[src/rtl/button_command_decoder.sv]
// button_command_decoder
// Player-input front end for the blackjack datapath. Each active-low key is
// synchronised, optionally debounced, and turned into a one-shot press pulse.
// HIT/STAND presses made during the player's turn are latched into a single
// command that the game controller consumes with a ready/ack handshake.
//
// Build option: define BUTTON_DEBOUNCE_EN to enable the per-key debounce
// counters (DEBOUNCE_CYCLES). Without it the synchronised level is accepted
// on every edge, for fast simulation or keys that are debounced in hardware.

`ifndef gameCommand
`define gameCommand logic [1:0]
`endif
`ifndef COMMAND_NONE
`define COMMAND_NONE 2'b00
`endif
`ifndef COMMAND_HIT
`define COMMAND_HIT 2'b01
`endif
`ifndef COMMAND_STAND
`define COMMAND_STAND 2'b10
`endif

module button_command_decoder #(
   parameter int NUM_KEYS        = 3,
   parameter int DEBOUNCE_CYCLES = 500000,
   parameter int HIT_KEY         = 0,
   parameter int STAND_KEY       = 1,
   parameter int DEAL_KEY        = 2
) (
   input  logic                i_clk,
   input  logic                i_rst_n,
   input  logic                i_turnIndicator,
   input  logic [NUM_KEYS-1:0] i_KEY,
   input  logic                i_ack,
   output logic [NUM_KEYS-1:0] o_keyState,
   output logic [NUM_KEYS-1:0] o_keyPressed,
   output logic                o_dealButtonPushed,
   output logic                o_ready,
   output `gameCommand         o_command
);

   // Refuse to elaborate with key indices or timing that cannot work.
   if (NUM_KEYS < 3 || DEBOUNCE_CYCLES < 1 ||
       HIT_KEY < 0 || HIT_KEY >= NUM_KEYS ||
       STAND_KEY < 0 || STAND_KEY >= NUM_KEYS ||
       DEAL_KEY < 0 || DEAL_KEY >= NUM_KEYS ||
       HIT_KEY == STAND_KEY) begin : g_bad_params
      $error("button_command_decoder: invalid parameter set");
   end

   logic [NUM_KEYS-1:0] stable_vec;    // debounced raw level, 1 = released
   logic [NUM_KEYS-1:0] pressed_vec;   // registered press pulses

   for (genvar gi = 0; gi < NUM_KEYS; gi++) begin : g_key
      logic [1:0] sync_q;
      logic       stable_q;
      logic       stable_d;
      logic       pressed_q;

      // Two-flop synchroniser; resets to the released level.
      always_ff @(posedge i_clk or negedge i_rst_n) begin
         if (!i_rst_n) begin
            sync_q <= 2'b11;
         end else begin
            sync_q <= {sync_q[0], i_KEY[gi]};
         end
      end

`ifdef BUTTON_DEBOUNCE_EN
      localparam int CNT_W = $clog2(DEBOUNCE_CYCLES + 1);
      logic [CNT_W-1:0] cnt_q;
      logic [CNT_W-1:0] cnt_d;

      // Accept a new level only after it differs from the stable level on
      // DEBOUNCE_CYCLES consecutive edges; any return to the stable level
      // throws the accumulated count away.
      always_comb begin
         stable_d = stable_q;
         cnt_d    = '0;
         if (sync_q[1] != stable_q) begin
            if (cnt_q == CNT_W'(DEBOUNCE_CYCLES - 1)) begin
               stable_d = sync_q[1];
            end else begin
               cnt_d = cnt_q + CNT_W'(1);
            end
         end
      end

      // Debounce counter register.
      always_ff @(posedge i_clk or negedge i_rst_n) begin
         if (!i_rst_n) begin
            cnt_q <= '0;
         end else begin
            cnt_q <= cnt_d;
         end
      end
`else
      assign stable_d = sync_q[1];
`endif

      // Stable level, plus a pulse on the edge where it goes released->pressed.
      always_ff @(posedge i_clk or negedge i_rst_n) begin
         if (!i_rst_n) begin
            stable_q  <= 1'b1;
            pressed_q <= 1'b0;
         end else begin
            stable_q  <= stable_d;
            pressed_q <= stable_q & ~stable_d;
         end
      end

      assign stable_vec[gi]  = stable_q;
      assign pressed_vec[gi] = pressed_q;
   end

   assign o_keyState         = ~stable_vec;
   assign o_keyPressed       = pressed_vec;
   assign o_dealButtonPushed = pressed_vec[DEAL_KEY];

   typedef enum logic {
      IDLE = 1'b0,
      HELD = 1'b1
   } state_t;

   state_t     state_q;
   logic       ready_q;
   `gameCommand command_q;

   // Command latch: one press becomes one held command until the controller
   // acknowledges it or the turn ends. Presses while holding are dropped.
   always_ff @(posedge i_clk or negedge i_rst_n) begin
      if (!i_rst_n) begin
         state_q   <= IDLE;
         ready_q   <= 1'b0;
         command_q <= `COMMAND_NONE;
      end else begin
         case (state_q)
            IDLE: begin
               if (i_turnIndicator && pressed_vec[STAND_KEY]) begin
                  state_q   <= HELD;
                  ready_q   <= 1'b1;
                  command_q <= `COMMAND_STAND;
               end else if (i_turnIndicator && pressed_vec[HIT_KEY]) begin
                  state_q   <= HELD;
                  ready_q   <= 1'b1;
                  command_q <= `COMMAND_HIT;
               end
            end
            HELD: begin
               if (i_ack || !i_turnIndicator) begin
                  state_q   <= IDLE;
                  ready_q   <= 1'b0;
                  command_q <= `COMMAND_NONE;
               end
            end
            default: begin
               state_q   <= IDLE;
               ready_q   <= 1'b0;
               command_q <= `COMMAND_NONE;
            end
         endcase
      end
   end

   assign o_ready   = ready_q;
   assign o_command = command_q;

endmodule

[config.mk]
export PLATFORM = sky130hd
export DESIGN_NAME = button_command_decoder
export DESIGN_NICKNAME = d
export VERILOG_FILES = /design/src/rtl/button_command_decoder.sv
export SDC_FILE = /design/constraint.sdc
export NUM_CORES = 1
export LEC_CHECK = 0
export ABC_CLOCK_PERIOD_IN_PS = 1400
export BUFFER_PORTS_ARGS = -buffer_cell sky130_fd_sc_hd__buf_4
export CAP_MARGIN = 30
export CORE_MARGIN = 2
export CORE_UTILIZATION = 30
export CTS_BUF_LIST = sky130_fd_sc_hd__clkbuf_4 sky130_fd_sc_hd__clkbuf_8
export DETAILED_ROUTE_END_ITERATION = 12
export SLEW_MARGIN = 20
export SYNTH_ARGS = -nofsm -noshare
export SYNTH_HDL_FRONTEND = slang
export SYNTH_SLANG_ARGS = --single-unit
[constraint.sdc]
create_clock -name i_clk -period 1.4 [get_ports i_clk]
set_input_delay 0.28 -clock i_clk [delete_from_list [all_inputs] [get_ports i_clk]]
set_output_delay 0.28 -clock i_clk [all_outputs]
set_load 0.02 [all_outputs]
==> metrics.md, run 1 <==
| Metric | Value |
|---|---|
| Final min period | `1.28 ns` |
| Std cell rows | `15` |
| Mapped Cells | `42` |
| Data required time of the worst path | `1.12 ns` |
| Max-slew violations | `0` |
| Number of DRC markers in iteration 0 | `10` |
| Port Buffers | `16` |
| DIE HEIGHT | `47.9 µm` |
| Min-Delay Path Depth | `1` |
| N_diodes | `0` |
| Worst reg-to-reg setup slack | `0.36 ns` |
| H-tree depth | `1` |
| Post-Syn Nets | `49` |
| Net switching power figure | `253 µW` |
| Flop pwr share | `54.6%` |
| Initial antenna violation count | `0` |
| Internal power | `747 µW` |
| Final Skew | `0.00754 ns` |
| Clock Latency Late Sink | `0.28 ns` |
| Number of clock sinks | `16` |
| Global Route Usage Sum | `9.56%` |
| End of the worst hold path | `g_key[1].sync_q[0]` |
| Setup crit end kind | `primary output` |
| Synth warnings | `0` |
| Pre-antenna DRT Iters | `3` |
| Logic pwr share | `15.7%` |
| Clock Pin Slew Worst Setup and Hold Paths | `0.08 ns` |
| Final hold violation count | `0` |
| CORE AREA | `0.00176 mm²` |
| Mapped Area | `578 µm²` |
| Max cap viols | `0` |
| Setup TNS | `0 ns` |
| DRC | `0` |
| Cts bufs inserted | `3` |
| Critical Path Source | `g_key[0].stable_q` |
| Critical Path Fanout Max | `2` |
| GPL Wtd Cong | `0.775` |
| Root buf cell | `clkbuf_4` |
| # nets final | `67` |
| Share of cells above drive strength 1 | `49.2%` |
| Fmax | `784 MHz` |
| Crit path launch type | `flop` |
| Clk buf depth | `2` |
| Kind of critical path | `reg2out` |
| Worst vdd rail ir drop | `738 µV` |
| Sequential element share of the synthesized area | `71.2%` |
| Yosys reg bits | `16` |
| Final wirelength | `894 µm` |
| Reg2Reg Depth | `2` |
| Sequential Area | `412 µm²` |
| Placed Area | `696 µm²` |
| Die width | `47.9 µm` |
| Hold/Removal Path Class | `in2reg` |
| Initial Util | `32.8%` |
| Via/cell ratio | `4.44` |
| TritonCTS clock tree | `done` |
| First-pass GRT wire length | `1.43 mm` |
| Status | `completed` |
| Vias in the first global route | `363` |
| Largest net degree at the start of global routing | `17` |
| Setup-failing EPs final | `0` |
| Design Area, Final | `742 µm²` |
| DR vias | `373` |
| Leakage | `0.000339 µW` |
| Grt ovf | `0` |
| Wire per inst | `10.6 µm` |
| Synth cell types | `16` |
| Tightest Pin Transition | `0.283 ns` |
| Die ar. | `0.00229 mm²` |
| Footprint of the multi-input gates | `118 µm²` |
| Ports | `17` |
| Switching fraction of total power | `25.3%` |
| Fin crit share | `91.1%` |
| RSZ-0062 raised after global routing | `false` |
| Area delta synth->final | `28.4%` |
| Max-slew headroom | `81.2%` |
| R2R Path End | `o_command[0]` |
| Hold Crit Start | `i_KEY[1]` |
| P per Cell Area | `1350 mW/mm²` |
| FILL cells | `190` |
| Arr. time, crit path | `1.00 ns` |
| R2r startpoint | `state_q` |
| Clock power frac | `29.7%` |
| Post-Syn Area per Cell | `13.8 µm²` |
| Post-detailed-route count of antenna-violating nets | `0` |
==> worst max-delay path: stages, from the launching register on <==
cell and delay [ns]:
dfstp_2 0.53, inv_1 0.04, buf_4 0.15
==> layout by cell type (no fill, tap or decap) <==
| master | count |
|---|---|
| nor3_1 | 1 |
| inv_1 | 4 |
| clkbuf_4 | 3 |
| and2_1 | 1 |
| clkbuf_8 | 1 |
| nand4b_1 | 2 |
| a211oi_1 | 1 |
| nor2_1 | 4 |
| o211ai_1 | 1 |
| or3b_1 | 1 |
| nand2b_1 | 2 |
| dlygate4sd3_1 | 1 |
| dfstp_2 | 9 |
| buf_4 | 16 |
| nand3b_1 | 2 |
| dfrtp_1 | 7 |
| a21oi_1 | 1 |
| o311ai_1 | 2 |
==> flip-flops by register name, indices dropped and copies added (netlist names) <==
name and cells:
g_key.pressed_q 2, o_command 2, o_dealButtonPushed 1, o_ready 1, state_q 1, g_key.stable_q 3
g_key.sync_q 6
==> kinds of logic after synthesis <==
| family | share of synthesized area [%] |
|---|---|
| buffers and inverters | 8.44 |
| DFF | 71.2 |
| and+or+nand+nor | 13.9 |
| AOI/OAI and AO/OA | 6.49 |
==> how the worst max path moves through the flow <==
stage	to
after global routing	o_keyState[0]
after CTS	o_keyState[0]
after global placement	o_command[0]
after floorplan	o_command[0]
after detailed placement	o_command[0]
final	o_keyState[0]
==> layer usage <==
metal	GRT usage [%]	share of wire, %	vias to the layer above
li1	-	-	174
met1	10.2	40	184
met2	15.2	48	15
met3	6.42	11	0
met4	3.24	0	0
met5	0	0	-
==> stage by stage <==
step                      total power, µW  hold WS [ns]  instances  worst slack, ns  util, %
after global placement                705         0.144         79            0.428     39.4
after CTS                            1020        0.0858         84           0.0976     42.1
final                                1000         0.102         84            0.124     42.1
after detailed placement              711         0.147         79            0.388     39.4
after floorplan                       637       -0.0156         42            0.418        -
after global routing                 1060        0.0744         84           0.0582     42.1
==> power by group through the flow <==
stage	sequential, µW	combinational, µW	clock, µW
2_1_floorplan	570	67.3	0
3_3_place_gp	551	154	0
6_report	546	157	297
5_1_grt	552	175	333
3_5_place_dp	555	157	0
4_1_cts	546	159	313
==> final cells by class <==
cell class / count / share of cell area [%]
Clock buffer: 4 / 4.89
Inverter: 4 / 2.02
Multi-Input combinational cell: 18 / 15.9
Sequential cell: 16 / 55.5
Tap cell: 25 / 4.22
Timing Repair Buffer: 17 / 17.5
==> Yosys cell counts <==
cell,n,area (µm²)
inv_1,4,15.0
nand2b_1,2,12.5
nor2_1,4,15.0
o211ai_1,1,7.51
buf_4,3,22.5
or3b_1,1,8.76
a211oi_1,1,7.51
nand3b_1,2,15.0
buf_6,1,11.3
o311ai_1,2,17.5
dfstp_2,9,236
nor3_1,1,5.00
a21oi_1,1,5.00
nand4b_1,2,17.5
dfrtp_1,7,175
and2_1,1,6.26
==> repair_timing <==
action | CTS | global route
hold endpoints to repair | 7 | 0
setup buffers | 0 | 0
gates resized for setup | 0 | 0
hold buffers | 1 | 0
No activity file was read; power rests on OpenSTA's default activity.
==> run 2, diff against run 1 <==
PLACE_DENSITY_LB_ADDON = 0.12   (was unset)
==> run 2 against run 1 <==
Against the previous run: critical path type unchanged; core utilization shrank 0.35 points; combinational power hardly changed; flip-flop and latch count unchanged.
==> metrics.md, run 2 (synthesis gave the netlist of run 1 again) <==
| Metric | Value |
|---|---|
| # nets final | `67 (unchanged)` |
| R2r startpoint | `state_q` |
| Number of clock sinks | `16 (unchanged)` |
| Vias in the first global route | `323 (-11%)` |
| Post-detailed-route count of antenna-violating nets | `0 (unchanged)` |
| Dominant delay contributor by cell family on the critical path | `flip-flops` |
| FILL cells | `174 (-8.4%)` |
| Pre-antenna DRT Iters | `2 (-1)` |
| CP Buf/Inv Count | `2 (unchanged)` |
| Grt ovf | `0 (unchanged)` |
| CP cell instances | `inv_1 -> buf_4` |
| Commonest non-fill, non-tap cell in the layout | `buf_4` |
| Root buf cell | `clkbuf_4` |
| Data required time of the worst path | `1.12 ns (about the same)` |
| Fin crit share | `90.3% (-0.79 points)` |
| Dpl hpwl | `603 µm` |
| Critical Path Source | `g_key[0].stable_q` |
| Die width | `47.9 µm (unchanged)` |
| Leakage | `0.000337 µW (-0.76%)` |
| Max-slew headroom | `83.8% (+2.7 points)` |
| Final Skew | `0.00718 ns (-0.000364 ns)` |
| Hold/Removal Path Class | `in2reg` |
| Flip-flop count of the largest register after layout | `6 (unchanged)` |
| Initial antenna violation count | `0 (unchanged)` |
| Share of cells above drive strength 1 | `49.2% (unchanged)` |
| Wire per inst | `9.68 µm (-9.1%)` |
| Kind of critical path | `reg2out` |
| Fmax | `791 MHz (+0.87%)` |
| Port Buffers | `16 (unchanged)` |
| Max cap viols | `0 (unchanged)` |
| Std cell rows | `15 (unchanged)` |
| Setup TNS | `0 ns (unchanged)` |
| Final min period | `1.26 ns (-0.0110 ns)` |
| DRC | `0 (unchanged)` |
| Crit-path slowest cell | `dfstp_2` |
| Global Route Usage Sum | `8.79% (-0.76 points)` |
| Ports | `17 (unchanged)` |
| Setup-failing EPs final | `0 (unchanged)` |
| Crit path launch type | `flop` |
| Worst reg-to-reg setup slack | `0.37 ns (about the same)` |
| GPL Wtd Cong | `0.713 (-8.0%)` |
| Biggest regs | `g_key.sync_q: 6 flops, g_key.stable_q: 3 flops` |
| DIE HEIGHT | `47.9 µm (unchanged)` |
| Area delta synth->final | `27.3%` |
| Min-Delay Path Depth | `1 (unchanged)` |
| Setup Fix Bufs, Post-CTS | `0 (unchanged)` |
| DR vias | `338 (-9.4%)` |
| Final hold violation count | `0 (unchanged)` |
| Reg with most FFs | `g_key.sync_q` |
| Clock Latency Late Sink | `0.27 ns (about the same)` |
| N_diodes | `0 (unchanged)` |
| Cts bufs inserted | `3 (unchanged)` |
| Reg2Reg Depth | `2 (unchanged)` |
| Most frequent cells in the layout | `buf_4 (16), dfstp_2 (9), dfrtp_1 (7)` |
| Initial Util | `32.8% (unchanged)` |
| CP peak stage delay | `0.52 ns (about the same)` |
| Finished Core Util | `41.7% (-0.35 points)` |
| TritonCTS clock tree | `done` |
| First-pass GRT wire length | `1.38 mm (-3.4%)` |
| Arr. time, crit path | `0.98 ns (-0.02 ns)` |
| Tightest Pin Transition | `0.238 ns (-0.0441 ns)` |
| Worst vdd rail ir drop | `562 µV (-24%)` |
| CORE AREA | `0.00176 mm² (unchanged)` |
| Hold Crit Start | `i_KEY[0]` |
| Number of DRC markers in iteration 0 | `2 (-8)` |
| Via/cell ratio | `4.02 (-9.4%)` |
| Max-slew violations | `0 (unchanged)` |
| Clk buf depth | `2 (unchanged)` |
| H-tree depth | `1 (unchanged)` |
| Die ar. | `0.00229 mm² (unchanged)` |
| RSZ-0062 raised after global routing | `false` |
| R2R Path End | `o_command[0]` |
| Largest net degree at the start of global routing | `17 (unchanged)` |
| Status | `completed` |
| Critical Path Fanout Max | `2 (unchanged)` |
| Clock Pin Slew Worst Setup and Hold Paths | `0.09 ns (about the same)` |
| P per Cell Area | `1300 mW/mm² (-3.6%)` |
| End of the worst hold path | `g_key[0].sync_q[0]` |
| Final wirelength | `813 µm (-9.1%)` |
| Setup crit end kind | `primary output` |
## run 2: changes by cell type in the layout (fill, tap and decap cells not counted)
cell,before,now
clkbuf_4,3,4
clkbuf_8,1,0
## run 2: how the worst max path moves through the flow
stage | slack [ns] | cells past startpoint | endpoint
after floorplan | 0.42 | 2 | o_command[0]
after global placement | 0.42 | 2 | o_command[0]
after detailed placement | 0.40 | 2 | o_command[0]
after CTS | 0.11 | 2 | o_keyState[0]
after global routing | 0.09 | 2 | o_keyState[0]
final | 0.14 | 2 | o_keyState[0]
## run 2: where the power goes
group	internal (µW)	switching, µW
combinational	76.2	79.9
clock	130	126
sequential	512	31.8
total	718	238
## run 2: cell type report
class,instances,area [µm²],share of cell area (%)
multi-input combinational,18,118,16.0
clock buffer,4,30.0,4.08
tap,25,31.3,4.25
timing repair buffer,17,130,17.7
sequential,16,412,56.0
inverter,4,15.0,2.04
## run 2: per-layer routing
metal	global-route usage, %	part of all wire (%)
met2	13.1	44
met1	11.7	51
met5	0	0
met3	2.26	4.9
met4	4.86	0
## run 2: through the flow
step / worst slack, ns / std cells / instance area [µm²] / hold WS, ns / power (µW)
5_1_grt: 0.0861 / 84 / 736 / 0.0900 / 1010
4_1_cts: 0.115 / 84 / 736 / 0.0895 / 977
6_report: 0.136 / 84 / 736 / 0.105 / 956
3_5_place_dp: 0.403 / 79 / 696 / 0.150 / 709
2_1_floorplan: 0.418 / 42 / 578 / -0.0156 / 637
3_3_place_gp: 0.419 / 79 / 696 / 0.150 / 709
## run 2: what timing repair did
| action | CTS | global route |
|---|---|---|
| hold endpoints to repair | 7 | 0 |
| resized for setup | 0 | 0 |
| hold buffers | 1 | 0 |
